--- src/rtl/mem_port_arbiter.sv ---
// mem_port_arbiter: shares one variable-latency memory port between instruction fetch and data memory
module mem_port_arbiter #(
  parameter int ADDR_W         = 32,
  parameter int DATA_W         = 32,
  parameter int MAX_DATA_BURST = 4
) (
  input  logic              CLK,
  input  logic              RST,
  input  logic              if_req,
  input  logic [ADDR_W-1:0] if_addr,
  output logic              if_ready,
  output logic [DATA_W-1:0] if_rdata,
  output logic              if_stall,
  input  logic              dm_req,
  input  logic              dm_we,
  input  logic [ADDR_W-1:0] dm_addr,
  input  logic [DATA_W-1:0] dm_wdata,
  output logic              dm_ready,
  output logic [DATA_W-1:0] dm_rdata,
  output logic              pipe_stall,
  output logic              mem_req,
  output logic              mem_we,
  output logic [ADDR_W-1:0] mem_addr,
  output logic [DATA_W-1:0] mem_wdata,
  input  logic              mem_ack,
  input  logic [DATA_W-1:0] mem_rdata
);
  typedef enum logic [2:0] {IDLE, GRANT_IF, GRANT_DM, RESP_IF, RESP_DM} state_t;
  localparam logic [3:0] MAX_B = 4'(MAX_DATA_BURST);
  state_t     state;
  logic [3:0] streak;
  logic       pick_dm;
  logic       pick_if;
  assign pick_dm    = dm_req & (~if_req | (streak != MAX_B));
  assign pick_if    = if_req & ~pick_dm;
  assign if_stall   = if_req & ~if_ready;
  assign pipe_stall = dm_req & ~dm_ready;
  always_ff @(posedge CLK or posedge RST)
    if (RST) begin
      state     <= IDLE;
      streak    <= '0;
      mem_req   <= 1'b0;
      mem_we    <= 1'b0;
      mem_addr  <= '0;
      mem_wdata <= '0;
      if_ready  <= 1'b0;
      dm_ready  <= 1'b0;
      if_rdata  <= '0;
      dm_rdata  <= '0;
    end else begin
      if_ready <= 1'b0;
      dm_ready <= 1'b0;
      case (state)
        IDLE:
          if (pick_dm) begin
            state     <= GRANT_DM;
            streak    <= if_req ? streak + 4'd1 : '0;
            mem_req   <= 1'b1;
            mem_we    <= dm_we;
            mem_addr  <= dm_addr;
            mem_wdata <= dm_wdata;
          end else if (pick_if) begin
            state     <= GRANT_IF;
            streak    <= '0;
            mem_req   <= 1'b1;
            mem_we    <= 1'b0;
            mem_addr  <= if_addr;
            mem_wdata <= '0;
          end
        GRANT_IF:
          if (mem_ack) begin
            state    <= RESP_IF;
            mem_req  <= 1'b0;
            mem_we   <= 1'b0;
            if_rdata <= mem_rdata;
            if_ready <= 1'b1;
          end
        GRANT_DM:
          if (mem_ack) begin
            state    <= RESP_DM;
            mem_req  <= 1'b0;
            mem_we   <= 1'b0;
            dm_rdata <= mem_we ? dm_rdata : mem_rdata;
            dm_ready <= 1'b1;
          end
        default: state <= IDLE;
      endcase
    end
endmodule

--- config.mk ---
export PLATFORM = sky130hd
export DESIGN_NAME = mem_port_arbiter
export DESIGN_NICKNAME = d
export VERILOG_FILES = /design/src/rtl/mem_port_arbiter.sv
export SDC_FILE = /design/constraint.sdc
export NUM_CORES = 1
export LEC_CHECK = 0
export CAP_MARGIN = 10
export CELL_PAD_IN_SITES_DETAIL_PLACEMENT = 1
export CELL_PAD_IN_SITES_GLOBAL_PLACEMENT = 1
export CORE_UTILIZATION = 32
export DETAILED_ROUTE_END_ITERATION = 12
export HOLD_SLACK_MARGIN = 0.1
export PLACE_DENSITY = 0.81
export SETUP_SLACK_MARGIN = 0.02
export SLEW_MARGIN = 0
export SYNTH_ARGS = -nofsm -noshare
export SYNTH_HDL_FRONTEND = slang
export SYNTH_SLANG_ARGS = --single-unit
--- constraint.sdc ---
create_clock -name CLK -period 4.5 [get_ports CLK]
set_input_delay 0.45 -clock CLK [delete_from_list [all_inputs] [get_ports CLK]]
set_output_delay 0.45 -clock CLK [all_outputs]
set_load 0.005 [all_outputs]
==> key figures, run 1 <==
STA
  • RSZ-0062 raised after global routing: no
  • Crit share post-route: 56.25%
  • Setup TNS Final: 0 ns
  • Clock skew: between 0.008 and 0.009 ns
  • Pins Over Slew Limit: 0
  • Setup violators final: 0
  • FMAX: 0.3951 GHz
  • Worst slew pin tran: between 1 and 1.5 ns
  • Min Tclk post-route: 2.531 ns
  • Max-slew headroom: 18.45%
  • Endpoints failing hold: 0

GRT
  • Largest net degree at the start of global routing: 60
  • Initial antenna violation count: 0
  • Grt total ovfl: 0
  • Vias in the first global route: about 5.5k
  • GRT Overall Usage: between 20% and 30%
  • First-pass GRT wire length: 30,030 µm

Worst setup path
  • Critical path capture point type: flip-flop
  • Largest delay share family, worst path: simple AND/OR/NAND/NOR gates
  • CP bufs+invs: 2
  • Critical R2R Capture: mem_wdata[30]
  • CP Data Arrival Time: 2.83 ns
  • Reg2Reg Depth: 6
  • R2r setup slk: a little over 2 ns
  • Worst-path cell chain: clkdlybuf4s50_1 > and4b_1 > nor3_4 > buf_16 > a22o_1
  • Levels on crit path: 5
  • CP Launch Type: input pin
  • Critical Path RT: around 4.8 ns
  • Setup crit start: if_req
  • CP max stage delay: ~1.1 ns
  • Crit-path slowest cell: and4b_1
  • R2R Path Start: streak[0]
  • Critical path class: in2reg
  • Worst-path maximum fanout: 33
  • CP Capture Point: mem_wdata[30]

Detailed routing
  • Post-DRT Antenna Nets: 0
  • Via/cell ratio: 5.200
  • Routed length on met3: 1848 µm
  • Vias post-DR: 4,748
  • Met2 WL: 9299 µm
  • Total Wirelength: 19,090 µm
  • DRC viols: 0
  • Met1 Wirelength: 7512 µm
  • Initial drt markers: 120
  • Uppermost routed layer: met4
  • 1st-pass router iterations: 4
  • Post-DR wirelength/cell: 20.90 µm

Floorplanning
  • Die width: roughly 140 µm
  • Die height: 136.0 µm
  • Initial core utilization: between 30% and 40%
  • # IOs: between 200 and 300
  • Die area: 0.01849 mm²
  • Core area: 0.01742 mm²
  • Rows: 48

Clock network
  • Post-CTS resize count: 0
  • TritonCTS clock tree: yes
  • Clk_lat worst skew: 0.42 ns
  • CTS buffer count: 17
  • Worst-path clk slew: 0.06 ns
  • Setup Fix Bufs, Post-CTS: 0
  • Root Buffer: clkbuf_16
  • Post-CTS Hold Fix Bufs: 0
  • H-tree depth: 4
  • Clock buffer depth: 2
  • CTS sink count: between 100 and 150

Pwr
  • Sw Share: approximately 31%
  • Reg power frac: between 30% and 40%
  • Combinational power share: 43.8%
  • Static leakage: roughly 3.7 nW
  • Pwr per Cell Area: ~700 mW/mm²
  • Overall power: 6.412 mW
  • Peak VDD IR: 351.0 µV
  • P_int: approximately 4.4 mW
  • Net Sw Power: 2.007 mW
  • Clock power share: a little over a fifth

Synthesis
  • Synth Area per Inst: roughly 14 µm²
  • Area contributors post-synth: dfrtp_1 61%, mux2_2 12%, a22o_1 4.9%, a2bb2oi_1 4.9%, a311oi_1 4.9%
  • #FFs+latches synth: ~140
  • Number of library cell types mapped by synthesis: between 40 and 50
  • Post-synth top flop: dfrtp_1
  • Ys async rst share: 100.0%
  • Mapped cell area: 0.005744 mm²
  • Mapped Cells: 418
  • Leading area contributor after synthesis: dfrtp_1
  • Syn nets: 554
  • Seq/Total Area, Yosys: 60.55%
  • Ys Warns: 0
  • EDFF count, synth: 0
  • Synth top area share: between 60 and 70%

Placement
  • Final Wtd Congestion: 0.7692
  • HPWL after DPL: 13,290 µm
  • Post-Place Cell Area: around 0.0086 mm²
  • IO Port Bufs: 267

Layout
  • Diodes inserted: 0
  • Post-layout util: approximately 53%
  • Design area: between 0.009 and 0.01 mm²
  • Area grow syn2layout: 59.77%
  • Leading cell types in the layout, fill and taps excluded: 267 x clkdlybuf4s50_1, 139 x dfrtp_1, 63 x mux2_2
  • Layout cells sized above 1: 16.42%
  • Nets@finish: between 800 and 900
  • Most common cell after layout, fill and taps aside: clkdlybuf4s50_1

Worst hold path
  • HP Class: reg2reg

Flow run
  • MaxCap Viol Count: 0

Run status
  • Run status: finished clean
[synth_stat cells (2+ instances only)]
cell       count
buf_4          6
mux2_2        63
nand4_1        3
nand3b_1       2
o21ai_0       35
nor2_1         3
a22o_1        32
inv_1          6
dfrtp_1      139
a311oi_1      32
clkbuf_1      24
nor2b_1        4
a2bb2oi_1     32
buf_2          4
ha_1           2
buf_6          5
[sequential cells by signal (all words and copies together), names as in the netlist]
name,cells
mem_addr,32
mem_wdata,32
state,3
mem_we,1
if_ready,1
mem_req,1
dm_ready,1
if_rdata,32
streak,4
dm_rdata,32
[area by class of cell]
cell class                      instances  area [µm²]
Multi-Input combinational cell        234        2046
Clock buffer                           17       425.4
Clock inverter                         15       151.4
Sequential cell                       139        3478
Timing Repair Buffer                  277        2768
Inverter                                6       27.53
Fill cell                            1794        8239
Tap cell                              225       281.5
[layer usage]
metal  vias to the layer above  track usage (%)
met1                      2379            24.30
li1                       2126                -
met4                         0            8.395
met2                       213            35.80
met5                         -                0
met3                        30            8.538
[worst min path at each step]
stage / start / end / slack (ns) / depth (start not counted)
3_5_place_dp: mem_req / mem_req / 0.47 / 1
6_report: mem_req / mem_req / 0.48 / 1
2_1_floorplan: mem_req / mem_req / 0.47 / 1
3_3_place_gp: mem_req / mem_req / 0.47 / 1
4_1_cts: mem_req / mem_req / 0.48 / 1
5_1_grt: mem_wdata[7] / mem_wdata[7] / 0.52 / 1
[power by group through the flow]
stage	sequential [mW]	combinational, mW	clock [mW]
after CTS	2.23	2.83	1.42
after floorplan	2.21	1.22	0
final	2.23	2.81	1.37
after detailed placement	2.24	2.81	0
after global placement	2.19	2.72	0
after global routing	2.30	3.04	1.47
[stage by stage]
stage                     hold WS [ns]  worst slack, ns  std cells
after floorplan                 0.4736           0.3255        418
after detailed placement        0.4690            1.311        880
after CTS                       0.4837            1.696        912
final                           0.4818            1.969        913
after global routing            0.5170            1.861        913
after global placement          0.4653            1.458        880
[kinds of logic after synthesis]
logic type / synth area share (%)
xor+xnor: 0.1525
simple gates: 3.311
compound gates: 18.93
fa+ha+maj: 0.4356
mux: 12.55
flops: 60.55
buf+inv: 4.073
Power figures use the tool's default switching activity.
==> run 2, diff against run 1 <==
- CORE_UTILIZATION: 32 -> 29
- PLACE_DENSITY: 0.81 -> 0.77
- clock period: 4.5 -> 2.24 ns (I/O delays scaled with it)
==> key figures, run 2 (synthesis results as in run 1) <==
Layout
  • Most common cell after layout, fill and taps aside: clkdlybuf4s50_1
  • Diodes inserted: 0 (unchanged)
  • Design area: 0.009370 mm² (+2.1%)
  • Layout cells sized above 1: 17.34% (+0.91 points)
  • Nets@finish: 821 (+1.2%)
  • Post-layout util: 48.15% (-4.5 points)
  • Area grow syn2layout: 63.12%
  • Leading cell types in the layout, fill and taps excluded: 267 x clkdlybuf4s50_1, 139 x dfrtp_1, 63 x mux2_2

Worst setup path
  • Critical path capture point type: primary output
  • Largest delay share family, worst path: buffers and inverters
  • Crit-path most repeated cell: clkdlybuf4s50_1
  • Worst-path cell chain: clkdlybuf4s50_1 > inv_1 > nor2_1 > clkdlybuf4s50_1
  • Worst-path maximum fanout: 14 (-58%)
  • CP bufs+invs: 3 (+1)
  • Critical Path RT: 2.02 ns (-2.78 ns)
  • Crit-path slowest cell: clkdlybuf4s50_1
  • CP Data Arrival Time: 1.68 ns (-1.15 ns)
  • Critical path class: in2out
  • CP Launch Type: input pin
  • CP max stage delay: 0.55 ns (-0.51 ns)

Floorplanning
  • Die width: 142.7 µm (+5.0%)
  • Initial core utilization: 29.51% (-3.5 points)
  • Die height: 142.7 µm (+5.0%)
  • Rows: 51 (+6.3%)
  • # IOs: 268 (unchanged)
  • Core area: 0.01946 mm² (+12%)
  • Die area: 0.02037 mm² (+10%)

Detailed routing
  • Via/cell ratio: 4.943 (-5.0%)
  • DRC viols: 0 (unchanged)
  • Post-DRT Antenna Nets: 0 (unchanged)
  • Met1 Wirelength: 7760 µm (+3.3%)
  • Met2 WL: 9313 µm (+0.15%)
  • Initial drt markers: 132 (+10%)
  • Routed length on met3: 1961 µm (+6.1%)
  • Uppermost routed layer: met4
  • Vias post-DR: 4,760 (+0.25%)
  • Post-DR wirelength/cell: 19.93 µm (-4.6%)
  • 1st-pass router iterations: 4 (unchanged)
  • Total Wirelength: 19,200 µm (+0.58%)

STA
  • Max-slew headroom: 50.01% (+32 points)
  • RSZ-0062 raised after global routing: no
  • Pins Over Slew Limit: 0 (unchanged)
  • Setup TNS Final: 0 ns (unchanged)
  • FMAX: 0.5240 GHz
  • Setup violators final: 0 (unchanged)
  • Setup ws final: 0.3315 ns (-1.637 ns)
  • Endpoints failing hold: 0 (unchanged)
  • Clock skew: 0.008433 ns (+0.0003559 ns)
  • Worst slew pin tran: 0.7490 ns (-0.4734 ns)
  • Min Tclk post-route: 1.908 ns
  • Crit share post-route: 85.20%

Clock network
  • Clk_lat worst skew: 0.42 ns (about the same)
  • Setup Fix Bufs, Post-CTS: 0 (unchanged)
  • Clock buffer depth: 2 (unchanged)
  • Post-CTS Hold Fix Bufs: 0 (unchanged)
  • Post-CTS resize count: 0 (unchanged)
  • H-tree depth: 4 (unchanged)
  • TritonCTS clock tree: yes
  • CTS sink count: 139 (unchanged)
  • CTS buffer count: 17 (unchanged)
  • Worst-path clk slew: 0.06 ns (about the same)
  • Root Buffer: clkbuf_16

Pwr
  • Peak VDD IR: 582.3 µV (+66%)
  • Static leakage: 3.773 nW (+1.6%)
  • Pwr per Cell Area: 1395 mW/mm² (+100%)

Placement
  • Place WS: 0.1585 ns (-1.153 ns)
  • Post-Place Cell Area: 0.008792 mm² (+2.6%)
  • Final Wtd Congestion: 0.8542 (+11%)
  • IO Port Bufs: 267 (unchanged)
  • HPWL after DPL: 13,700 µm (+3.1%)

GRT
  • Grt total ovfl: 0 (unchanged)
  • Initial antenna violation count: 0 (unchanged)
  • Largest net degree at the start of global routing: 69 (+15%)
  • GRT Overall Usage: 19.15% (-2.2 points)
  • Vias in the first global route: 5,288 (-3.4%)
  • First-pass GRT wire length: 29,770 µm (-0.87%)

Flow run
  • MaxCap Viol Count: 0 (unchanged)

Run status
  • Run status: finished clean

Worst hold path
  • HP Class: in2async
run 2: worst register-to-register path, stage by stage, from the launching register on:
cell and delay, ns:
dfrtp_1 0.46, or3_1 0.62, buf_4 0.32, a311oi_1 0.28
a2bb2oi_1 0.11
run 2: metal layers:
| metal | up-vias | global-route usage [%] |
|---|---|---|
| met1 | 2394 | 22.67 |
| li1 | 2133 | - |
| met5 | - | 0 |
| met2 | 217 | 31.48 |
| met4 | 0 | 4.867 |
| met3 | 16 | 8.685 |
run 2: final timing paths:
path / to / slack [ns] / cells past startpoint / start
setup / recovery: pipe_stall / 0.33 / 4 / dm_req
hold / removal: mem_wdata[0] / 0.18 / 2 / RST
setup reg to reg: mem_addr[16] / 0.34 / 4 / state[1]
hold reg to reg: mem_req / 0.49 / 1 / mem_req
max in group asynchronous: dm_rdata[24] / 1.36 / 3 / RST
min in group CLK: mem_addr[5] / 0.37 / 3 / if_addr[5]
run 2: layout make-up:
type / count / area, µm²
clock buffer: 19 / 432.9
sequential: 139 / 3478
tap: 265 / 331.6
fill: 1997 / 10090
multi-input combinational: 234 / 2046
timing repair buffer: 287 / 2910
clock inverter: 13 / 145.1
inverter: 6 / 26.28
run 2: through the flow:
stage	hold slack, ns	power, mW	cells
floorplan	0.3567	6.896	418
global placement	0.4698	10.06	931
detailed placement	0.4805	10.34	931
CTS	0.1693	13.24	963
global route	0.1864	13.84	963
finish	0.1794	13.07	963
run 2: power breakdown:
part	internal (mW)	total (mW)	switching, mW
Sequential	3.72	4.47	0.748
Clock	1.65	2.79	1.14
Combinational	3.68	5.81	2.13
